[src/rtl/pwm_pkg.sv]
// pwm_pkg -- constants and types shared by the PWM generator and demodulator.
//   PWM_WIDTH     : duty/sample width in bits
//   PWM_PERIOD    : nominal PWM period in clock cycles
//   PER_CNT_W     : period counter width (holds PWM_PERIOD itself without wrap)
//   demod_state_e : demodulator FSM state encoding
//   sat_inc       : saturating increment for duty-width counters
package pwm_pkg;

    localparam int unsigned PWM_WIDTH  = 8;
    localparam int unsigned PWM_PERIOD = 256;
    localparam int unsigned PER_CNT_W  = 9;

    typedef enum logic [1:0] {
        ST_IDLE    = 2'd0,
        ST_MEASURE = 2'd1,
        ST_FLAT    = 2'd2
    } demod_state_e;

    function automatic logic [PWM_WIDTH-1:0] sat_inc(input logic [PWM_WIDTH-1:0] v);
        return (v == {PWM_WIDTH{1'b1}}) ? v : v + 1'b1;
    endfunction

endpackage

[src/rtl/pwm_sync.sv]
// pwm_sync -- multi-flop synchronizer for an asynchronous single-bit input.
//   clk     : sampling clock
//   rst     : asynchronous active-high reset, clears every stage to 0
//   i_async : asynchronous input
//   o_sync  : input after SYNC_STAGES flops (SYNC_STAGES must be at least 2)
module pwm_sync #(
    parameter int unsigned SYNC_STAGES = 2
) (
    input  logic clk,
    input  logic rst,
    input  logic i_async,
    output logic o_sync
);

    logic [SYNC_STAGES-1:0] r_sync;

    always_ff @(posedge clk or posedge rst) begin
        if (rst) begin
            r_sync <= '0;
        end else begin
            r_sync <= {r_sync[SYNC_STAGES-2:0], i_async};
        end
    end

    assign o_sync = r_sync[SYNC_STAGES-1];

endmodule

[src/rtl/pwm_demod.sv]
// pwm_demod -- recovers the duty value of a PWM line of known period.
//   clk    : system clock, rising edge
//   rst    : asynchronous active-high reset
//   en     : enable; low forces idle and clears tracking (sample is held)
//   pwm_i  : asynchronous PWM input, rising edge marks a period start
//   sample : last recovered duty value (high cycles per period, 0/255 for a flat line)
//   valid  : one-cycle strobe, sample updated this cycle
//   lock   : high after two consecutive valids with no period error in between
//   err    : one-cycle strobe, a rising edge arrived before a full period elapsed
module pwm_demod
    import pwm_pkg::*;
#(
    parameter int unsigned SYNC_STAGES = 2,
    parameter int unsigned PERIOD      = PWM_PERIOD
) (
    input  logic                 clk,
    input  logic                 rst,
    input  logic                 en,
    input  logic                 pwm_i,
    output logic [PWM_WIDTH-1:0] sample,
    output logic                 valid,
    output logic                 lock,
    output logic                 err
);

    localparam logic [PER_CNT_W-1:0] PERIOD_CNT = PER_CNT_W'(PERIOD);

    logic                 w_pwm_s;
    logic                 r_pwm_s_d;
    logic [SYNC_STAGES:0] r_fill;
    logic                 w_armed;
    logic                 w_rise;
    logic [PWM_WIDTH-1:0] w_flat_sample;

    demod_state_e         r_state, w_state_d;
    logic [PER_CNT_W-1:0] r_per_cnt, w_per_cnt_d;
    logic [PWM_WIDTH-1:0] r_hi_cnt, w_hi_cnt_d;
    logic [PWM_WIDTH-1:0] r_sample, w_sample_d;
    logic                 r_valid, w_valid_d;
    logic                 r_err, w_err_d;
    logic                 r_lock, w_lock_d;
    logic                 r_have_valid, w_have_valid_d;

    pwm_sync #(
        .SYNC_STAGES(SYNC_STAGES)
    ) u_sync (
        .clk    (clk),
        .rst    (rst),
        .i_async(pwm_i),
        .o_sync (w_pwm_s)
    );

    // After reset the synchronizer and history flop hold zeros rather than the real
    // line level. r_fill counts the flushing edges so that a line already high at
    // reset release is not mistaken for a rising edge.
    always_ff @(posedge clk or posedge rst) begin
        if (rst) begin
            r_pwm_s_d <= 1'b0;
            r_fill    <= '0;
        end else begin
            r_pwm_s_d <= w_pwm_s;
            r_fill    <= {r_fill[SYNC_STAGES-1:0], 1'b1};
        end
    end

    assign w_armed       = r_fill[SYNC_STAGES];
    assign w_rise        = w_pwm_s & ~r_pwm_s_d & w_armed;
    assign w_flat_sample = {PWM_WIDTH{w_pwm_s}};

    always_comb begin
        w_state_d      = r_state;
        w_per_cnt_d    = r_per_cnt;
        w_hi_cnt_d     = r_hi_cnt;
        w_sample_d     = r_sample;
        w_valid_d      = 1'b0;
        w_err_d        = 1'b0;
        w_lock_d       = r_lock;
        w_have_valid_d = r_have_valid;

        if (!en) begin
            w_state_d   = ST_IDLE;
            w_per_cnt_d = '0;
            w_hi_cnt_d  = '0;
        end else begin
            unique case (r_state)
                ST_IDLE: begin
                    w_per_cnt_d = '0;
                    w_hi_cnt_d  = '0;
                    if (w_rise) begin
                        w_state_d   = ST_MEASURE;
                        w_per_cnt_d = PER_CNT_W'(1);
                        w_hi_cnt_d  = PWM_WIDTH'(1);
                    end
                end
                ST_MEASURE: begin
                    if (w_rise) begin
                        // Counters restart at 1: the rise cycle is the first high cycle.
                        if (r_per_cnt == PERIOD_CNT) begin
                            w_sample_d = r_hi_cnt;
                            w_valid_d  = 1'b1;
                        end else begin
                            w_err_d = 1'b1;
                        end
                        w_per_cnt_d = PER_CNT_W'(1);
                        w_hi_cnt_d  = PWM_WIDTH'(1);
                    end else if (r_per_cnt == PERIOD_CNT) begin
                        // A full period with no new edge: the line is stuck at a level.
                        w_state_d   = ST_FLAT;
                        w_sample_d  = w_flat_sample;
                        w_valid_d   = 1'b1;
                        w_per_cnt_d = PER_CNT_W'(1);
                        w_hi_cnt_d  = '0;
                    end else begin
                        w_per_cnt_d = r_per_cnt + 1'b1;
                        if (w_pwm_s) begin
                            w_hi_cnt_d = sat_inc(r_hi_cnt);
                        end
                    end
                end
                ST_FLAT: begin
                    if (w_rise) begin
                        w_state_d   = ST_MEASURE;
                        w_per_cnt_d = PER_CNT_W'(1);
                        w_hi_cnt_d  = PWM_WIDTH'(1);
                    end else if (r_per_cnt == PERIOD_CNT) begin
                        w_sample_d  = w_flat_sample;
                        w_valid_d   = 1'b1;
                        w_per_cnt_d = PER_CNT_W'(1);
                    end else begin
                        w_per_cnt_d = r_per_cnt + 1'b1;
                    end
                end
                default: begin
                    w_state_d   = ST_IDLE;
                    w_per_cnt_d = '0;
                    w_hi_cnt_d  = '0;
                end
            endcase
        end

        if (!en || w_err_d) begin
            w_lock_d       = 1'b0;
            w_have_valid_d = 1'b0;
        end else if (w_valid_d) begin
            if (r_have_valid) begin
                w_lock_d = 1'b1;
            end
            w_have_valid_d = 1'b1;
        end
    end

    always_ff @(posedge clk or posedge rst) begin
        if (rst) begin
            r_state      <= ST_IDLE;
            r_per_cnt    <= '0;
            r_hi_cnt     <= '0;
            r_sample     <= '0;
            r_valid      <= 1'b0;
            r_err        <= 1'b0;
            r_lock       <= 1'b0;
            r_have_valid <= 1'b0;
        end else begin
            r_state      <= w_state_d;
            r_per_cnt    <= w_per_cnt_d;
            r_hi_cnt     <= w_hi_cnt_d;
            r_sample     <= w_sample_d;
            r_valid      <= w_valid_d;
            r_err        <= w_err_d;
            r_lock       <= w_lock_d;
            r_have_valid <= w_have_valid_d;
        end
    end

    assign sample = r_sample;
    assign valid  = r_valid;
    assign lock   = r_lock;
    assign err    = r_err;

endmodule

[config.mk]
export PLATFORM = sky130hd
export DESIGN_NAME = pwm_demod
export DESIGN_NICKNAME = d
export VERILOG_FILES = /design/src/rtl/pwm_pkg.sv /design/src/rtl/pwm_sync.sv /design/src/rtl/pwm_demod.sv
export SDC_FILE = /design/constraint.sdc
export NUM_CORES = 1
export LEC_CHECK = 0
export ABC_AREA = 1
export BUFFER_PORTS_ARGS = -buffer_cell sky130_fd_sc_hd__buf_2
export CORE_MARGIN = 4
export CORE_UTILIZATION = 50
export CTS_CLUSTER_SIZE = 20
export DETAILED_ROUTE_END_ITERATION = 16
export PLACE_DENSITY = 0.68
export SLEW_MARGIN = 5
export SYNTH_ARGS = -nofsm -noshare
export SYNTH_HDL_FRONTEND = slang
export SYNTH_HIERARCHICAL = 1
export SYNTH_SLANG_ARGS = --single-unit
[constraint.sdc]
create_clock -name clk -period 3.3 [get_ports clk]
set_input_delay 0.33 -clock clk [delete_from_list [all_inputs] [get_ports clk]]
set_output_delay 0.33 -clock clk [all_outputs]
set_load 0.02 [all_outputs]
==> Word-level counts from Yosys, hierarchy flattened <==
Cells that the tools add are included.
{ "word_totals": {"mem_bits_ro": 0, "regBits": 37, "latch_bits": 0, "inputBits": 4, "mem_count": 0, "mem_bits_rw": 0, "word_cells": 76} }
{ "classes": {"bitwise_logic": 3, "multipliers": 0, "n_div": 0, "muxes": 36, "order_cmp": 0, "reduce_logical": 12, "n_shift": 0, "n_eq_ne": 12, "addsub": 2} }
{ "ops": {"columns": ["cell", "n"], "rows": [
  ["$mux W8", 10],
  ["$mux W9", 3],
  ["$pmux W8 S3", 1],
  ["$pmux W9 S2", 1],
  ["$pmux W8 S2", 1],
  ["$mux W1", 14],
  ["$ne A3 B3 Y1 const B", 4],
  ["$add A9 B1 Y9 const B", 1],
  ["$eq A9 B9 Y1 const B", 1],
  ["$add A8 B1 Y8 const B", 1],
  ["$eq A8 B8 Y1 const B", 1],
  ["$mux W2", 4],
  ["$reduce_and A3 Y1", 2],
  ["$reduce_bool A2 Y1", 3],
  ["$ne A5 B4 Y1 const B", 1],
  ["$ne A5 B5 Y1 const B", 1],
  ["$pmux W2 S2", 1],
  ["$reduce_and A4 Y1", 1],
  ["$reduce_or A2 Y1", 2],
  ["$ne A3 B2 Y1 const B", 1],
  ["$and A1 B1 Y1", 2],
  ["$eq A2 B1 Y1 const B", 1],
  ["$eq A2 B2 Y1 const B", 1],
  ["$logic_not A2 Y1", 1],
  ["other kinds (6)", 6]
]} }

==> Logic depth before layout (Yosys ltp) <==
{ "logic_depth": {"ltp_word": 9, "depth_mapped": 10} }

==> By module <==
The synthesis kept the hierarchy.
{ "by_module_without_submodules": {"columns": ["mod", "n_inst", "cells_per_inst", "seq_area_each_um2", "area_each_um2"], "rows": [
  ["pwm_demod", 1, 243, 875.8, 1971.9],
  ["pwm_sync", 1, 3, 50.0, 53.8]
]} }

==> Worst setup path after synthesis <==
Ideal clock, no wire load.
{ "synth_timing": {"kind": "register to register", "startpoint": "register r_state[0]", "endpoint": "register r_sample[0] (netlist: sample[0])", "arrival_time_ns": 1.351, "stages_incl_launch_ff": 9, "setup_time_ns": 0.122, "path_slack_ns": 1.826, "n_path_buf": 1, "cell_sequence": "dfrtp_1 > inv_1 > ha_1 > inv_1 > o21ai_1 > nand3_4 > buf_6 > nand2_1 > o21ai_1"} }
{ "synth_between": {"elab_chain_cells": 3, "elab_cells_between_ends": 7} }
{ "synth_rtl": {"columns": ["item", "line", "source"], "rows": [
  ["from (decl)", "pwm_demod.sv:35", "demod_state_e r_state, w_state_d;"],
  ["from (signal assigned)", "pwm_demod.sv:163", "r_state <= w_state_d;"],
  ["$eq A2 B1 Y1 / $eq A2 B2 Y1 (equally long branches)", "pwm_demod.sv:85", "unique case (r_state)"],
  ["$ne A3 B3 Y1 (no line) (tied with other cells)", null, null],
  ["$reduce_and A4 Y1 (no line)", null, null],
  ["to (signal assigned)", "pwm_demod.sv:166", "r_sample <= w_sample_d;"],
  ["to (decl)", "pwm_demod.sv:38", "logic [PWM_WIDTH-1:0] r_sample, w_sample_d;"]
]} }
Several ways; a longest one is shown, not always the timed one.
A chain may end at the register's enable or synchronous reset.

==> Final worst setup path <==
{ "layout_timing": {"startpoint": "register r_per_cnt[0]", "endpoint": "register r_hi_cnt[0]"} }
{ "layout_between": {"elab_chain_cells": 5, "elab_cells_between_ends": 8} }
{ "layout_rtl": {"columns": ["item", "line", "source"], "rows": [
  ["from (decl)", "pwm_demod.sv:36", "logic [PER_CNT_W-1:0] r_per_cnt, w_per_cnt_d;"],
  ["from (signal assigned)", "pwm_demod.sv:164", "r_per_cnt <= w_per_cnt_d;"],
  ["$eq A9 B9 Y1 *", "pwm_demod.sv:106", "end else if (r_per_cnt == PERIOD_CNT) begin"],
  ["$mux W8", "pwm_demod.sv:106", null],
  ["$mux W8", "pwm_demod.sv:96", "if (w_rise) begin"],
  ["$pmux W8 S3", "pwm_demod.sv:85", null],
  ["$mux W8", "pwm_demod.sv:80", "if (!en) begin"],
  ["to (signal assigned)", "pwm_demod.sv:165", "r_hi_cnt <= w_hi_cnt_d;"],
  ["to (decl)", "pwm_demod.sv:37", "logic [PWM_WIDTH-1:0] r_hi_cnt, w_hi_cnt_d;"]
]} }
Every way passes the cells marked *; elsewhere a longest branch is shown, timed or not.

==> reports/qor.csv <==
stage,metric,value,unit
run_status,status,"complete, no violations",
timing,holdWs,151,ps
logic_synthesis,synthDominantCellAreaShare,45.7,%
cells_and_area,stdcell_count,313,
logic_synthesis,ys_ff_latch,37,
placement,dpl_cell_area,2130,sq um
timing,max_freq,590,MHz
floorplan,ioPinCount,15,
worst_setup_path,cpMaxStageDelayCell,dfrtp_1,
cts,cts-hold-fix-buffers,1,
power,p_switching,0.526,mW
global_route,grt_max_degree,36,
power,powerDensity,651,nW/um^2
worst_setup_path,cp_data_required_time,3510,ps
cells_and_area,final_area,2250,sq um
run,cap_violations,0,
cts,root_buffer,clkbuf_8,
worst_setup_path,crit_arrival,1910,ps
logic_synthesis,yosysSeqAreaShare,45.7,%
logic_synthesis,yosysUniqueCellTypes,27,
power,switching_share,35.9,%
worst_setup_path,worstRegToRegCells,9,
logic_synthesis,synthFlopType,dfrtp_1,
power,ir_drop,0.305,mV
worst_setup_path,slowest_delay,390,ps
routing,wl,3700,um
routing,detail_route.drc_violations,0,
logic_synthesis,avgSynthCellArea,8.23,sq um
logic_synthesis,synth_edf_count,0,
worst_setup_path,cp-start-kind,register,
power,p_comb_share,32.9,%
placement,dp_hpwl,2670,um
timing,setup_viol,0,
placement,port_buffers,14,
timing,skew,5.71,ps
cts,post_cts_resized,0,
logic_synthesis,yosysTopAreaCell,dfrtp_1,
global_route,grt_pass1_vias,1380,
routing,routed_via_density,5.07,
floorplan,core_area,3800,sq um
logic_synthesis,synth_nets,257,
power,pwr-share-seq,39.8,%
timing,finalSetupTns,0,ps
cts,numCtsBuffers,5,
cells_and_area,fill_cells,358,
floorplan,die_area,5130,sq um
logic_synthesis,yosysWarnings,6,
worst_setup_path,regToRegSetupSlack,1600,ps
floorplan,placementRows,22,
cells_and_area,layout.nets,275,
cells_and_area,antenna_cells,0,
cells_and_area,mostFrequentLayoutCells,"62 x nand2_1, 37 x dfrtp_1, 26 x nor2_1",
placement,place_congestion,0.832,
global_route,antenna_found_initial,0,
logic_synthesis,syn_inst,246,
routing,postRouteAntennaNets,0,
routing,drt-pass1-iter-count,4,
timing,timing.final.crit_share,51.4,%
power,power.share.clock,27.2,%
timing,rsz0062_at_grt,no,
global_route,track_usage,15.9,%
logic_synthesis,async_flop_share,100,%
min_path,worstHoldPathCells,1,
logic_synthesis,netlist_area,2030,sq um
cts,cts.sinks,37,
cells_and_area,area_growth_syn_to_layout,11.2,%
cells_and_area,mostFrequentLayoutCell,nand2_1,
worst_setup_path,path_class,reg -> reg,
floorplan,start_util,53.3,%
cts,cts_max_level,2,
worst_setup_path,worst-path-max-fanout,18,
cts,clk_pin_slew,70,ps
cts,clk_latency,290,ps
timing,slew_viol_final,0,
min_path,hold_class,in -> reg,
routing,vias,1588,
routing,drt_iter0_drc,86,
floorplan,die_y,71.7,um
global_route,grt_overflow,0,
worst_setup_path,cp_cell_sequence,inv_1 -> ha_1 -> nand2_2 -> nor2_4 -> nand2_4 -> nand4_2 -> nand3_4 -> nand2_1 -> o21ai_1,
timing,period_minus_slack,1700,ps
routing,routedWlPerCell,11.8,um
floorplan,dieWidth,71.7,um
logic_synthesis,netlist_top_cells_area,"dfrtp_1 46%, nand2_1 11%, nand3_1 6.2%, nor2_1 4.8%, ha_1 4.3%",
cts,tritoncts,done,
global_route,grt_pass1_wl,6460,um
cells_and_area,drive_above_1_share,15.5,%
placement,post-place-cells,304,
power,leakage,1.10,nW
timing,hold_viol,0,
cts,cts_setup_buffers,0,
cts,clockBufferDepth,2,
power,p_int,0.941,mW
worst_setup_path,end_kind,register,
[Yosys cell counts, types with 3 or more instances]
cell / n
a21oi_1: 3
dfrtp_1: 37
ha_1: 7
inv_1: 20
inv_2: 4
nand2_1: 62
nand2_2: 4
nand3_1: 25
nand3_4: 3
nand4_2: 3
nor2_1: 26
nor2_4: 3
nor3_1: 6
o21ai_0: 12
o21ai_1: 11
xor2_1: 6
[final timing paths]
check | start | endpoint
worst max-delay path | r_per_cnt[0] | r_hi_cnt[0]
min in group asynchronous | rst | u_sync/r_sync[1]
worst min register to register | r_fill[1] | r_fill[2]
max in group asynchronous | rst | r_hi_cnt[6]
worst max register to register | r_per_cnt[0] | r_hi_cnt[0]
worst min-delay path | pwm_i | u_sync/r_sync[0]
[flip-flops by register name, summed over array words and instances, names as in the netlist]
register and count:
lock 1, valid 1, r_pwm_s_d 1, r_hi_cnt 8
u_sync/r_sync 2, r_per_cnt 9, sample 8, r_have_valid 1
err 1, r_fill 3, r_state 2
[cell type report]
type,instances,area (sq um),share of cell area [%]
tap,48,60.1,2.67
multi-input combinational,180,973,43.2
timing repair buffer,16,87.6,3.89
clock inverter,1,30.0,1.33
inverter,24,90.1,4.00
clock buffer,7,86.3,3.83
sequential,37,926,41.1
[worst max-delay path: cells and delay by family, from the launching register on]
kind / cells / cell delay, ps
adder cells (fa/ha/maj): 1 / 200
buffers and inverters: 1 / 70
AO/OA/AOI/OAI: 1 / 70
flip-flops: 1 / 390
AND/OR/NAND/NOR: 6 / 870
[per-layer routing]
| metal | track usage, % | vias up | routed length [um] |
|---|---|---|---|
| li1 | - | 828 | - |
| met1 | 23.4 | 733 | 1930 |
| met2 | 21.8 | 21 | 1580 |
| met3 | 3.79 | 6 | 109 |
| met4 | 6.89 | 0 | 81 |
| met5 | 0 | - | 0 |
[through the flow]
step / utilization, % / worst slack (ps) / total power, mW
after CTS: 59.3 / 1580 / 1.49
after floorplan: - / 1830 / 0.974
final: 59.3 / 1600 / 1.47
after global placement: 56.0 / 1620 / 1.07
after global routing: 59.3 / 1400 / 1.57
after detailed placement: 56.0 / 1590 / 1.08
[power by group through the flow]
stage	sequential, mW	combinational, mW	clock [mW]
after floorplan	0.625	0.349	0
after global placement	0.589	0.481	0
after detailed placement	0.593	0.487	0
after CTS	0.584	0.489	0.413
after global routing	0.595	0.543	0.429
final	0.584	0.483	0.399
[kinds of logic (layout without fill, tap and decap cells)]
family                   count (synthesis)  after routing  synth area share (%)
AND/OR/NAND/NOR                        136            136                  33.0
flip-flops                              37             37                  45.7
AO/OA/AOI/OAI                           29             29                  7.54
buffers and inverters                   29             48                  6.24
adder cells (fa/ha/maj)                  7              7                  4.32
XOR/XNOR                                 7              7                  3.03
other                                    1              1                 0.185
(Power assumes the default switching activity.)
